[src/rtl/bcd_countdown_timer.sv]
// BCD countdown timer: keypad entry, run/pause FSM, seconds normalisation and saturation.
// Optional "+30 s" strobe and adder enabled by defining TIMER_ADD30_EN.
module bcd_countdown_timer #(
   parameter int MIN_DIGITS = 2
) (
   input  logic                    i_clk,
   input  logic                    i_clear,
   input  logic                    i_tick,
   input  logic                    i_digit_valid,
   input  logic [3:0]              i_digit,
   input  logic                    i_start,
   input  logic                    i_pause,
   input  logic                    i_cancel,
`ifdef TIMER_ADD30_EN
   input  logic                    i_add30,
`endif
   output logic [4*MIN_DIGITS-1:0] o_minutes,
   output logic [3:0]              o_tens_sec,
   output logic [3:0]              o_units_sec,
   output logic                    o_running,
   output logic                    o_paused,
   output logic                    o_zero,
   output logic                    o_done
);

   // Time is held as one packed word {minutes, tens, units}.
   localparam int TW = 4*MIN_DIGITS + 8;
   localparam logic [TW-1:0] MAX_TIME = {{MIN_DIGITS{4'd9}}, 4'd5, 4'd9};

   typedef enum logic [1:0] {S_IDLE, S_RUN, S_PAUSE} state_t;

   state_t          r_state;
   logic [TW-1:0]   r_time;
   logic            r_done;

   logic [TW-1:0]   w_dec;
   logic [TW-1:0]   w_norm;
   logic [TW-1:0]   w_shift;
   logic            w_zero;

   // Replace tens with t_new and carry one into the minutes; saturate if minutes are full.
   function automatic logic [TW-1:0] f_carry(input logic [TW-1:0] v, input logic [3:0] t_new);
      logic c;
      logic sat;
      f_carry = {v[TW-1:8], t_new, v[3:0]};
      c   = 1'b1;
      sat = 1'b1;
      for (int k = 0; k < MIN_DIGITS; k++) begin
         if (v[8+4*k +: 4] != 4'd9) sat = 1'b0;
         if (c) begin
            if (v[8+4*k +: 4] == 4'd9) begin
               f_carry[8+4*k +: 4] = 4'd0;
            end else begin
               f_carry[8+4*k +: 4] = v[8+4*k +: 4] + 4'd1;
               c = 1'b0;
            end
         end
      end
      if (sat) f_carry = MAX_TIME;
   endfunction

   function automatic logic [TW-1:0] f_norm(input logic [TW-1:0] v);
      f_norm = (v[7:4] > 4'd5) ? f_carry(v, v[7:4] - 4'd6) : v;
   endfunction

   function automatic logic [TW-1:0] f_dec(input logic [TW-1:0] v);
      logic b;
      f_dec = v;
      b = 1'b1;
      if (v[3:0] == 4'd0) begin
         f_dec[3:0] = 4'd9;
      end else begin
         f_dec[3:0] = v[3:0] - 4'd1;
         b = 1'b0;
      end
      if (b) begin
         if (v[7:4] == 4'd0) begin
            f_dec[7:4] = 4'd5;
         end else begin
            f_dec[7:4] = v[7:4] - 4'd1;
            b = 1'b0;
         end
      end
      for (int k = 0; k < MIN_DIGITS; k++) begin
         if (b) begin
            if (v[8+4*k +: 4] == 4'd0) begin
               f_dec[8+4*k +: 4] = 4'd9;
            end else begin
               f_dec[8+4*k +: 4] = v[8+4*k +: 4] - 4'd1;
               b = 1'b0;
            end
         end
      end
   endfunction

`ifdef TIMER_ADD30_EN
   // Assumes tens already normalised (<=5), so tens+3 fits in a nibble.
   function automatic logic [TW-1:0] f_add30(input logic [TW-1:0] v);
      logic [3:0] t3;
      t3 = v[7:4] + 4'd3;
      f_add30 = (t3 >= 4'd6) ? f_carry(v, t3 - 4'd6) : {v[TW-1:8], t3, v[3:0]};
   endfunction

   logic [TW-1:0] w_add_idle;
   logic [TW-1:0] w_add_live;
   assign w_add_idle = f_add30(w_norm);
   assign w_add_live = f_add30(r_time);
`endif

   assign w_dec   = f_dec(r_time);
   assign w_norm  = f_norm(r_time);
   assign w_shift = {r_time[TW-5:0], i_digit};
   assign w_zero  = (r_time == '0);

   // Only the highest-priority strobe of a cycle is acted on; lower ones are dropped.
   always_ff @(posedge i_clk) begin
      if (!i_clear) begin
         r_state <= S_IDLE;
         r_time  <= '0;
         r_done  <= 1'b0;
      end else begin
         r_done <= 1'b0;
         if (i_cancel) begin
            r_state <= S_IDLE;
            r_time  <= '0;
         end else if (i_pause) begin
            if (r_state == S_RUN) r_state <= S_PAUSE;
         end else if (i_start) begin
            if (r_state == S_IDLE && !w_zero) begin
               r_time  <= w_norm;
               r_state <= S_RUN;
            end else if (r_state == S_PAUSE) begin
               r_state <= S_RUN;
            end
`ifdef TIMER_ADD30_EN
         end else if (i_add30) begin
            if (r_state == S_IDLE) begin
               r_time  <= w_add_idle;
               r_state <= S_RUN;
            end else begin
               r_time  <= w_add_live;
            end
`endif
         end else if (i_digit_valid) begin
            if (r_state == S_IDLE && i_digit <= 4'd9) r_time <= w_shift;
         end else if (i_tick && r_state == S_RUN) begin
            r_time <= w_dec;
            if (w_dec == '0) begin
               r_state <= S_IDLE;
               r_done  <= 1'b1;
            end
         end
      end
   end

   assign o_minutes   = r_time[TW-1:8];
   assign o_tens_sec  = r_time[7:4];
   assign o_units_sec = r_time[3:0];
   assign o_running   = (r_state == S_RUN);
   assign o_paused    = (r_state == S_PAUSE);
   assign o_zero      = w_zero;
   assign o_done      = r_done;

endmodule

[config.mk]
export PLATFORM = sky130hd
export DESIGN_NAME = bcd_countdown_timer
export DESIGN_NICKNAME = d
export VERILOG_FILES = /design/src/rtl/bcd_countdown_timer.sv
export SDC_FILE = /design/constraint.sdc
export NUM_CORES = 1
export LEC_CHECK = 0
export ABC_CLOCK_PERIOD_IN_PS = 7000
export CAP_MARGIN = 5
export CORE_MARGIN = 10
export CORE_UTILIZATION = 57
export DETAILED_ROUTE_END_ITERATION = 12
export PLACE_DENSITY = 0.85
export RECOVER_POWER = 100
export SLEW_MARGIN = 20
export SYNTH_ARGS = -nofsm -noshare
export SYNTH_HDL_FRONTEND = slang
export SYNTH_SLANG_ARGS = --single-unit
export TNS_END_PERCENT = 30
[constraint.sdc]
create_clock -name i_clk -period 7 [get_ports i_clk]
set_input_delay 1.4 -clock i_clk [delete_from_list [all_inputs] [get_ports i_clk]]
set_output_delay 1.4 -clock i_clk [all_outputs]
set_load 0.05 [all_outputs]
* Word level (Yosys, flattened, before mapping) *
Cells that the tools add are included.

cells by class
  order comparisons = 2
  add/sub/neg operators = 7
  bitwise gates (word level) = 3
  reductions and logical operators = 20
  mux-type cells = 34
  equality and inequality tests = 14

operators with widths
  operator             count
  $mux 16              7
  $mux 4               10
  $logic_not 16->1     2
  $logic_not 4->1      4
  $mux 2               8
  $sub 4x1->4 const B  4
  $reduce_and 6->1     2
  $reduce_and 5->1     2
  $mux 1               9
  $ne 3x1->1 const B   3
  $reduce_bool 3->1    3
  $add 4x1->4 const B  2
  $eq 4x4->1 const B   2
  $ne 2x1->1 const B   4
  $ne 4x4->1 const B   2
  $reduce_or 6->1      1
  $gt 4x3->1 const B   1
  $le 4x4->1 const B   1
  $ne 4x1->1 const B   1
  $sub 4x3->4 const B  1
  $logic_and 1x1->1    3
  $not 1->1            3
  $eq 2x1->1 const B   1
  $eq 2x2->1 const B   1
  other kinds (3)      3

word-level totals
  flip-flop bits (word level) = 19
  logic and storage cells = 85

* Longest topological paths before layout *
Gate-level depths: netlist of the first run.

  word-level depth = 11
  gate-level depth with buffers = 9
  depth with buffers taken out = 7

* Least setup slack after synthesis of the first run *
No wires, ideal clock.

  path type = reg2out
  start point = register r_time[8]
  end point = output o_zero
  stages on the path, launching flop included = 7
  slack = 2.968 ns
  arrival = 2.632 ns
  cell sequence = dfxtp_1 clkbuf_1 inv_1 ha_1 or3b_2 nor3_4 nor2b_1

between the ends
  longest elaborated chain between the ends = 1

ends and longest elaborated chain
  what                    line  source
  start, declared         33    logic [TW-1:0] r_time;
  start signal, assigned  130   r_time <= w_norm;
  start signal, assigned  145   if (r_state == S_IDLE && i_digit <= 4'd9) r_time <= w_shift;
  start signal, assigned  147   r_time <= w_dec;
  $logic_not 16->1        113   assign w_zero = (r_time == '0);
  end, declared           22    output logic o_zero,

No other way between the ends.

* Worst setup path after layout of the first run *
  start point = register r_time[9]
  end point = output o_zero

The elaborated chain is that of the path after synthesis.

==> summary.txt, run 1 <==
Resize count post-CTS = 0
H-tree levels = 1
Yosys warnings = 0
leading area contributor after synthesis = dfxtp_1
CP startpoint kind = flop
Final Slew Violations = 0
mean routed wirelength per cell = 17.09 µm
initial core utilization = 58.46%
critical path's slowest cell = dlygate4sd3_1
Placer Congestion = 0.9457
Worst R2R Path Depth = 7
Final nets = 276
reg2reg start = r_time[9]$_SDFFE_PP0P_
hold_sp = r_state[1]$_SDFFE_PP0P_
Final ANT Viol Nets = 0
routed vias = 1970
Data arrival, critical path = 3.50 ns
fin util = 67.71%
CTS tree = yes
IO Count = 31
CP Cell Sequence = inv_1 -> ha_1 -> or3b_2 -> nor3_1 -> nor2b_1 -> dlygate4sd3_1
Layout area overhead = 15.82%
fillcell total = 271
total power = 0.2544 mW
max_cap viols = 0
CP Class = flop to primary output
Rel. slew slack = 38.60%
synth top area cells = dfxtp_1, o21ai_0, ha_1, a21oi_1, nor2_1
final wirelength = 4.923 mm
hold path depth = 2
latest clock arrival within the worst-skew pair = 0.31 ns
power per standard cell area = 125.1 nW/µm²
Post CTS Setup Buffer Count = 0
synthesized area = 1755 µm²
via density per instance = 6.840
cells after synthesis = 240
ratio of cells with drive above 1 in the final layout = 5.882%
GRT overflow = 0
crit-path max cell delay = 0.88 ns
CTS Buf Count = 3
largest net degree at the start of global routing = 17
Reg clk slew, reported paths = 0.12 ns
clk_skew = 0.005945 ns
DR DRC count = 0
post-synth top area share = 21.67%
most frequent cell after synthesis = o21ai_0
reg-to-reg slack, setup = 3.87 ns
hpwl dp = 3.586 mm
Port Buf Inserts = 30
Die Area = 5700 µm²
worst-margin pin slew = 0.9191 ns
Crit. End Element = primary output
Die Y = 75.50 µm
worst hold path class = flop to flop
Post-synth EDFFs = 0
status = completed
Async SR Flop Fraction = 0%
Fmax achieved = 203.9 MHz
post-synthesis sequential area ratio = 21.67%
core box area = 3003 µm²
clock root buffer = clkbuf_4
RSZ-0062 raised after global routing = no
leakage power = 0.7882 nW
Post-synth top cells = o21ai_0, nor2_1, dfxtp_1
initial antenna violation count = 0
worst endpoint required time = 5.60 ns
Initial DRC Count = 305
hold endpoint = r_state[1]$_SDFFE_PP0P_
Sink Count = 19
CTS Hold Bufs = 0
Hold Vio Cnt, Final = 0
vias in the first global route = 1675
Fin Setup TNS = 0 ns
diode count = 0
drt pass-1 iters = 6
Global Route Usage Sum = 17.34%
crit-path max FO = 9
min Tclk post-route = 4.904 ns
Seq cells post-synth = 19
first-pass GRT wire length = 8.059 mm
clock buffer depth = 2
maximum VDD drop = 0.09007 mV
die width = 75.50 µm
fin crit share = 70.06%
Finish-stage setup viols = 0
Top FF cell, synth = dfxtp_1
Cell variety after synth = 57
average size of a mapped cell = 7.314 µm²
row count = 20
Mapped Nets = 260
endpoint of the worst register-to-register path = o_done$_SDFF_PP0_
## cell usage in the layout (no fill, tap or decap), drive strengths merged, types with 3 or more instances in the layout
| cell | count |
|---|---|
| a31oi | 9 |
| dfxtp | 19 |
| a311oi | 6 |
| clkdlybuf4s50 | 8 |
| mux2 | 3 |
| nand2b | 4 |
| clkbuf | 3 |
| o21ai | 24 |
| ha | 9 |
| nand4 | 3 |
| nor2 | 21 |
| dlygate4sd3 | 22 |
| inv | 12 |
| nand2 | 12 |
| or4 | 3 |
| o211ai | 4 |
| nor3 | 9 |
| nor2b | 6 |
| a21oi | 18 |
| nand3 | 9 |
## cell families (layout without fill, tap and decap cells)
group           after synthesis  count (layout)  share of synthesized area [%]
simple gates                 83              83                          26.66
compound gates               87              87                          32.43
mux                           5               5                          3.065
flops                        19              19                          21.67
buf+inv                      33              48                          7.768
xor+xnor                      4               4                          1.996
fa+ha+maj                     9               9                          6.415
## critical path, delay by kind of cell (launching register included)
kind / cells / cell delay (ns)
adder cells (fa/ha/maj): 1 / 0.30
buffers and inverters: 2 / 1.03
flip-flops: 1 / 0.39
AND/OR/NAND/NOR: 3 / 1.46
## power breakdown
| group | internal (mW) | switching [mW] | total, mW | leakage [nW] |
|---|---|---|---|---|
| Combinational | 0.0299 | 0.0490 | 0.0789 | 0.617 |
| Clock | 0.0214 | 0.0380 | 0.0593 | 0.0177 |
| Sequential | 0.110 | 0.00602 | 0.116 | 0.154 |
## metrics by stage
step / area [µm²] / hold WS (ns) / instances / setup slack (ns)
3_3_place_gp: 2017 / 0.5514 / 284 / 2.962
5_1_grt: 2033 / 0.6237 / 288 / 1.940
6_report: 2033 / 0.5760 / 288 / 2.096
2_1_floorplan: 1755 / 0.5040 / 240 / 2.968
4_1_cts: 2044 / 0.5823 / 288 / 2.552
3_5_place_dp: 2017 / 0.5566 / 284 / 2.908
## layer usage
metal | part of all wire [%] | global-route usage [%]
met1 | 43 | 23.96
met5 | 0 | 0
met2 | 44 | 25.31
met3 | 11 | 4.427
met4 | 1.6 | 5.979
## layout make-up
| cell class | count | area [µm²] | share of cell area, % |
|---|---|---|---|
| inverters | 13 | 48.80 | 2.400 |
| clock inverters | 1 | 5.005 | 0.2462 |
| clock buffers | 3 | 22.52 | 1.108 |
| multi-input cells | 188 | 1227 | 60.37 |
| repair buffers | 31 | 307.8 | 15.14 |
| well taps | 33 | 41.29 | 2.031 |
| flip-flops and latches | 19 | 380.4 | 18.71 |
## state kept, by name, indices dropped and copies added (netlist names)
register,cells
r_time,16
r_state,2
o_done,1
## how the worst max path moves through the flow
stage               cells after the start  slack, ns                    from      to
global route                            6       1.94  r_time[8]$_SDFFE_PP0P_  o_zero
global placement                        6       2.96  r_time[9]$_SDFFE_PP0P_  o_zero
floorplan                               6       2.97  r_time[8]$_SDFFE_PP0P_  o_zero
detailed placement                      6       2.91  r_time[9]$_SDFFE_PP0P_  o_zero
CTS                                     6       2.55  r_time[9]$_SDFFE_PP0P_  o_zero
finish                                  6       2.10  r_time[9]$_SDFFE_PP0P_  o_zero
No activity file was read; power rests on OpenSTA's default activity.
==> run 2: changes to the inputs <==
--- a/config.mk
+++ b/config.mk
@@ -5,12 +5,12 @@
 export SDC_FILE = /design/constraint.sdc
 export NUM_CORES = 1
 export LEC_CHECK = 0
-export ABC_CLOCK_PERIOD_IN_PS = 7000
+export ABC_CLOCK_PERIOD_IN_PS = 4400
 export CAP_MARGIN = 5
 export CORE_MARGIN = 10
-export CORE_UTILIZATION = 57
+export CORE_UTILIZATION = 48
 export DETAILED_ROUTE_END_ITERATION = 12
-export PLACE_DENSITY = 0.85
+export PLACE_DENSITY = 0.77
 export RECOVER_POWER = 100
 export SLEW_MARGIN = 20
 export SYNTH_ARGS = -nofsm -noshare
==> constraint.sdc (replaced) <==
create_clock -name i_clk -period 4.4 [get_ports i_clk]
set_input_delay 0.88 -clock i_clk [delete_from_list [all_inputs] [get_ports i_clk]]
set_output_delay 0.88 -clock i_clk [all_outputs]
set_load 0.05 [all_outputs]
==> summary.txt, run 2 (synthesized netlist as in run 1, its figures left out) <==
latest clock arrival within the worst-skew pair = 0.27 ns (-0.04 ns)
initial antenna violation count = 0 (unchanged)
Layout area overhead = 18.32%
Finish-stage setup viols = 0 (unchanged)
DR DRC count = 0 (unchanged)
M1 GR Usage = 21.11% (-2.9 points)
via density per instance = 6.348 (-7.2%)
crit-path max FO = 9 (unchanged)
Port Buf Inserts = 30 (unchanged)
diode count = 0 (unchanged)
fin crit share = 89.46%
max_cap viols = 0 (unchanged)
drt pass-1 iters = 4 (-2)
CP startpoint kind = flop
Crit. End Element = primary output
GRT overflow = 0 (unchanged)
Placer Congestion = 0.9437 (-0.21%)
most frequent cells in the layout = o21ai_0, dlygate4sd3_1, nor2_1
placement-stage cell area = 2041 µm² (+1.2%)
CP Class = flop to primary output
initial core utilization = 51.00% (-7.5 points)
status = completed
critical path's slowest cell = dlygate4sd3_1
Final ANT Viol Nets = 0 (unchanged)
hold path depth = 2 (unchanged)
Fin Setup TNS = 0 ns (unchanged)
min Tclk post-route = 3.936 ns
hold_sp = r_state[1]$_SDFFE_PP0P_
met3 GRT Util = 4.677% (+0.25 points)
Hold Vio Cnt, Final = 0 (unchanged)
routed vias = 1917 (-2.7%)
row count = 21 (+5.0%)
reg2reg start = r_time[9]$_SDFFE_PP0P_
Die Y = 80.48 µm (+6.6%)
vias in the first global route = 1879 (+12%)
H-tree levels = 1 (unchanged)
power per standard cell area = 213.6 nW/µm² (+71%)
IO Count = 31 (unchanged)
GRT busiest layer = met2
largest net degree at the start of global routing = 17 (unchanged)
maximum VDD drop = 0.1678 mV (+86%)
Resize count post-CTS = 0 (unchanged)
clock buffer depth = 2 (unchanged)
Final Slew Violations = 0 (unchanged)
CP Cell Sequence = inv_1 -> ha_1 -> or3b_2 -> nor3_4 -> nor2b_1 -> dlygate4sd3_1
CTS tree = yes
reg-to-reg slack, setup = 1.68 ns (-2.19 ns)
first-pass GRT wire length = 8.838 mm (+9.7%)
Die Area = 6476 µm² (+14%)
CTS Buf Count = 3 (unchanged)
most common cell after layout, fill and taps aside = o21ai_0
final instance area = 2077 µm² (+2.2%)
met2 Use GR = 25.64% (+0.33 points)
die width = 80.48 µm (+6.6%)
endpoint of the worst register-to-register path = o_done$_SDFF_PP0_
mean routed wirelength per cell = 17.14 µm (+0.28%)
Data arrival, critical path = 3.06 ns (-0.44 ns)
Reg clk slew, reported paths = 0.08 ns (-0.04 ns)
worst hold path class = flop to flop
hpwl dp = 3.808 mm (+6.2%)
Rel. slew slack = 28.62% (-10 points)
clock root buffer = clkbuf_8
ratio of cells with drive above 1 in the final layout = 5.859% (-0.023 points)
Initial DRC Count = 179 (-41%)
worst-margin pin slew = 1.061 ns (+0.1418 ns)
final wirelength = 5.177 mm (+5.2%)
hold endpoint = r_state[1]$_SDFFE_PP0P_
Final nets = 277 (+0.36%)
Fmax achieved = 254.1 MHz
clk_skew = 0.006327 ns (+0.0003819 ns)
Biggest register = r_time
RSZ-0062 raised after global routing = no
CTS Hold Bufs = 0 (unchanged)
leakage power = 0.7994 nW (+1.4%)
Global Route Usage Sum = 16.44% (-0.90 points)
core box area = 3442 µm² (+15%)
Largest register FFs = 16 (unchanged)
crit-path max cell delay = 0.87 ns (about the same)
worst endpoint required time = 3.52 ns (-2.08 ns)
Sink Count = 19 (unchanged)
Worst R2R Path Depth = 7 (unchanged)
Post CTS Setup Buffer Count = 0 (unchanged)
==> run 2: changes by cell type in the layout (fill, tap and decap cells not counted), sizes merged <==
cell    previous run  this run
clkbuf             3         4
==> run 2: layer usage <==
| layer | part of all wire, % | vias to the layer above |
|---|---|---|
| met3 | 8.6 | 4 |
| met5 | 0 | - |
| met2 | 46 | 68 |
| met4 | 0.83 | 0 |
| met1 | 44 | 902 |
| li1 | - | 943 |
==> run 2: area by class of cell <==
cell class / count / area [µm²]
multi-input combinational: 188 / 1232
fill: 329 / 1365
inverter: 13 / 48.80
sequential: 19 / 380.4
clock inverter: 1 / 5.005
clock buffer: 3 / 41.29
tap: 46 / 57.56
timing repair buffer: 32 / 311.5
==> run 2: report_power, final <==
group          switching [mW]  internal (mW)  total [mW]  leakage, nW
registers             0.00938          0.175       0.184        0.154
clock network          0.0671         0.0632       0.130       0.0255
logic                  0.0799         0.0488       0.129        0.620
==> run 2: critical path, delay by kind of cell, from the launching register on <==
kind / cells / cell delay (ns)
buf+inv: 2 / 1.02
fa+ha+maj: 1 / 0.30
flops: 1 / 0.38
simple gates: 3 / 1.08
==> run 2: through the flow <==
step	setup slack (ns)	cells	hold WS [ns]	total power, mW	util, %
final	0.4640	302	0.5661	0.4436	60.34
after global routing	0.3048	302	0.6165	0.4633	60.34
after CTS	0.5180	302	0.5707	0.4475	60.63
after detailed placement	0.8369	298	0.5607	0.3193	59.29
after global placement	0.8598	298	0.5547	0.3193	59.29
after floorplan	0.8884	240	0.5040	0.2793	-
==> run 2: worst max-delay path by stage <==
stage | startpoint | endpoint | slack [ns]
floorplan | r_time[8]$_SDFFE_PP0P_ | o_zero | 0.89
global placement | r_time[8]$_SDFFE_PP0P_ | o_zero | 0.86
detailed placement | r_time[9]$_SDFFE_PP0P_ | o_zero | 0.84
CTS | r_time[9]$_SDFFE_PP0P_ | o_zero | 0.52
global route | r_time[9]$_SDFFE_PP0P_ | o_zero | 0.30
finish | r_time[9]$_SDFFE_PP0P_ | o_zero | 0.46
==> run 3: changes to the inputs <==
--- a/config.mk
+++ b/config.mk
@@ -8,9 +8,11 @@
 export ABC_CLOCK_PERIOD_IN_PS = 4400
 export CAP_MARGIN = 5
 export CORE_MARGIN = 10
-export CORE_UTILIZATION = 48
+export CORE_UTILIZATION = 57
+export CTS_CLUSTER_DIAMETER = 150
 export DETAILED_ROUTE_END_ITERATION = 12
-export PLACE_DENSITY = 0.77
+export DONT_BUFFER_PORTS = 1
+export PLACE_DENSITY = 0.75
 export RECOVER_POWER = 100
 export SLEW_MARGIN = 20
 export SYNTH_ARGS = -nofsm -noshare
==> summary.txt, run 3 (synthesized netlist as in run 1, its figures left out) <==
power per standard cell area = 225.7 nW/µm² (+5.7%)
via density per instance = 7.081 (+12%)
CTS Hold Bufs = 0 (unchanged)
clock buffer depth = 2 (unchanged)
drt pass-1 iters = 5 (+1)
Sink Count = 19 (unchanged)
die width = 75.50 µm (-6.2%)
ratio of cells with drive above 1 in the final layout = 6.608% (+0.75 points)
most frequent cells in the layout = o21ai_0, nor2_1, dfxtp_1
reg-to-reg slack, setup = 1.26 ns (-0.42 ns)
Die Y = 75.50 µm (-6.2%)
Hold Vio Cnt, Final = 0 (unchanged)
Final nets = 248 (-10%)
max_cap viols = 0 (unchanged)
M1 GR Usage = 25.51% (+4.4 points)
routed vias = 1841 (-4.0%)
reg2reg start = r_time[9]$_SDFFE_PP0P_
crit-path max FO = 9 (unchanged)
Biggest register = r_time
Reg clk slew, reported paths = 0.12 ns (+0.04 ns)
vias in the first global route = 1691 (-10%)
Crit. End Element = primary output
hold path depth = 2 (unchanged)
diode count = 0 (unchanged)
CTS Buf Count = 3 (unchanged)
worst endpoint required time = 3.52 ns (about the same)
mean routed wirelength per cell = 19.51 µm (+14%)
maximum VDD drop = 0.1314 mV (-22%)
RSZ-0062 raised after global routing = no
initial core utilization = 58.46% (+7.5 points)
met3 GRT Util = 4.427% (-0.25 points)
worst-margin pin slew = 1.099 ns (+0.03773 ns)
most common cell after layout, fill and taps aside = o21ai_0
GRT overflow = 0 (unchanged)
min Tclk post-route = 3.864 ns (-0.07177 ns)
DR DRC count = 0 (unchanged)
Initial DRC Count = 251 (+40%)
fin crit share = 87.82% (-1.6 points)
Data arrival, critical path = 2.98 ns (-0.08 ns)
Resize count post-CTS = 0 (unchanged)
initial antenna violation count = 0 (unchanged)
GRT busiest layer = met2
core box area = 3003 µm² (-13%)
Fin Setup TNS = 0 ns (unchanged)
CTS tree = yes
status = completed
Fmax achieved = 258.8 MHz (+1.9%)
Hold WS = 0.5654 ns (-0.0007600 ns)
Finish-stage setup viols = 0 (unchanged)
hpwl dp = 3.606 mm (-5.3%)
met2 Use GR = 26.72% (+1.1 points)
clk_skew = 0.001136 ns (-0.005191 ns)
CP Class = flop to primary output
worst hold path class = flop to flop
first-pass GRT wire length = 8.369 mm (-5.3%)
Final ANT Viol Nets = 0 (unchanged)
Layout area overhead = -0.7129%
IO Count = 31 (unchanged)
Die Area = 5700 µm² (-12%)
CP startpoint kind = flop
Global Route Usage Sum = 18.25% (+1.8 points)
Port Buf Inserts = 0 (-100%)
hold_sp = r_state[1]$_SDFFE_PP0P_
largest net degree at the start of global routing = 17 (unchanged)
Placer Congestion = 0.9748 (+3.3%)
leakage power = 0.6228 nW (-22%)
Largest register FFs = 16 (unchanged)
row count = 20 (-4.8%)
Post CTS Setup Buffer Count = 0 (unchanged)
latest clock arrival within the worst-skew pair = 0.32 ns (+0.05 ns)
Worst R2R Path Depth = 7 (unchanged)
Rel. slew slack = 26.61% (-2.0 points)
clock root buffer = clkbuf_4
endpoint of the worst register-to-register path = o_done$_SDFF_PP0_
H-tree levels = 1 (unchanged)
fillcell total = 292 (-11%)
hold endpoint = r_state[1]$_SDFFE_PP0P_
final wirelength = 5.072 mm (-2.0%)
Final Slew Violations = 0 (unchanged)
## run 3: cell count changes in the layout (fill, tap and decap cells not counted)
cell | previous run | this run
nor4b_1 | 1 | 2
nor4b_2 | 1 | 0
clkdlybuf4s50_1 | 8 | 0
clkbuf_4 | 0 | 3
clkbuf_8 | 3 | 0
buf_4 | 1 | 2
dlygate4sd3_1 | 22 | 0
## run 3: through the flow
stage	setup WS, ns	cells	power [mW]	cell area [µm²]	util (%)
after floorplan	0.8884	240	0.2793	1755	-
after global placement	1.235	256	0.2980	1732	57.67
after detailed placement	1.210	256	0.2987	1732	57.67
after CTS	0.8329	260	0.3942	1759	58.58
after global routing	0.4006	260	0.4104	1743	58.04
final	0.5357	260	0.3933	1743	58.04
## run 3: worst max-delay path, stage by stage, from the launching register on
cell	delay [ns]
dfxtp_1	0.56
inv_1	0.23
ha_1	0.31
or3b_2	0.54
nor3_4	0.37
nor2b_1	0.18
clkbuf_1	0.47
## run 3: area by class of cell
cell class	count	area [µm²]	share of cell area [%]
Inverter	13	48.80	2.800
Multi-Input combinational cell	188	1226	70.35
Sequential cell	19	380.4	21.82
Clock inverter	1	5.005	0.2872
Tap cell	33	41.29	2.369
Clock buffer	3	22.52	1.292
Timing Repair Buffer	3	18.77	1.077
## run 3: report_power, final
group	leakage [nW]	switching [mW]	total [mW]	internal, mW
logic	0.451	0.0621	0.0990	0.0369
registers	0.154	0.0210	0.196	0.175
clock network	0.0177	0.0640	0.0981	0.0341
total	0.623	0.147	0.393	0.246
## run 3: routing by layer
metal | vias to the layer above | wire, µm | share of wire (%)
li1 | 878 | - | -
met1 | 838 | 2143 | 42
met2 | 114 | 2235 | 44
met3 | 11 | 595 | 12
met4 | 0 | 97 | 1.9
met5 | - | 0 | 0
## run 3: how the worst max path moves through the flow
| stage | cells after the start | from | endpoint | slack, ns |
|---|---|---|---|---|
| floorplan | 6 | r_time[8]$_SDFFE_PP0P_ | o_zero | 0.89 |
| global placement | 6 | r_time[9]$_SDFFE_PP0P_ | o_zero | 1.24 |
| detailed placement | 6 | r_time[9]$_SDFFE_PP0P_ | o_zero | 1.21 |
| CTS | 6 | r_time[9]$_SDFFE_PP0P_ | o_zero | 0.83 |
| global route | 6 | r_time[9]$_SDFFE_PP0P_ | o_zero | 0.40 |
| finish | 6 | r_time[9]$_SDFFE_PP0P_ | o_zero | 0.54 |
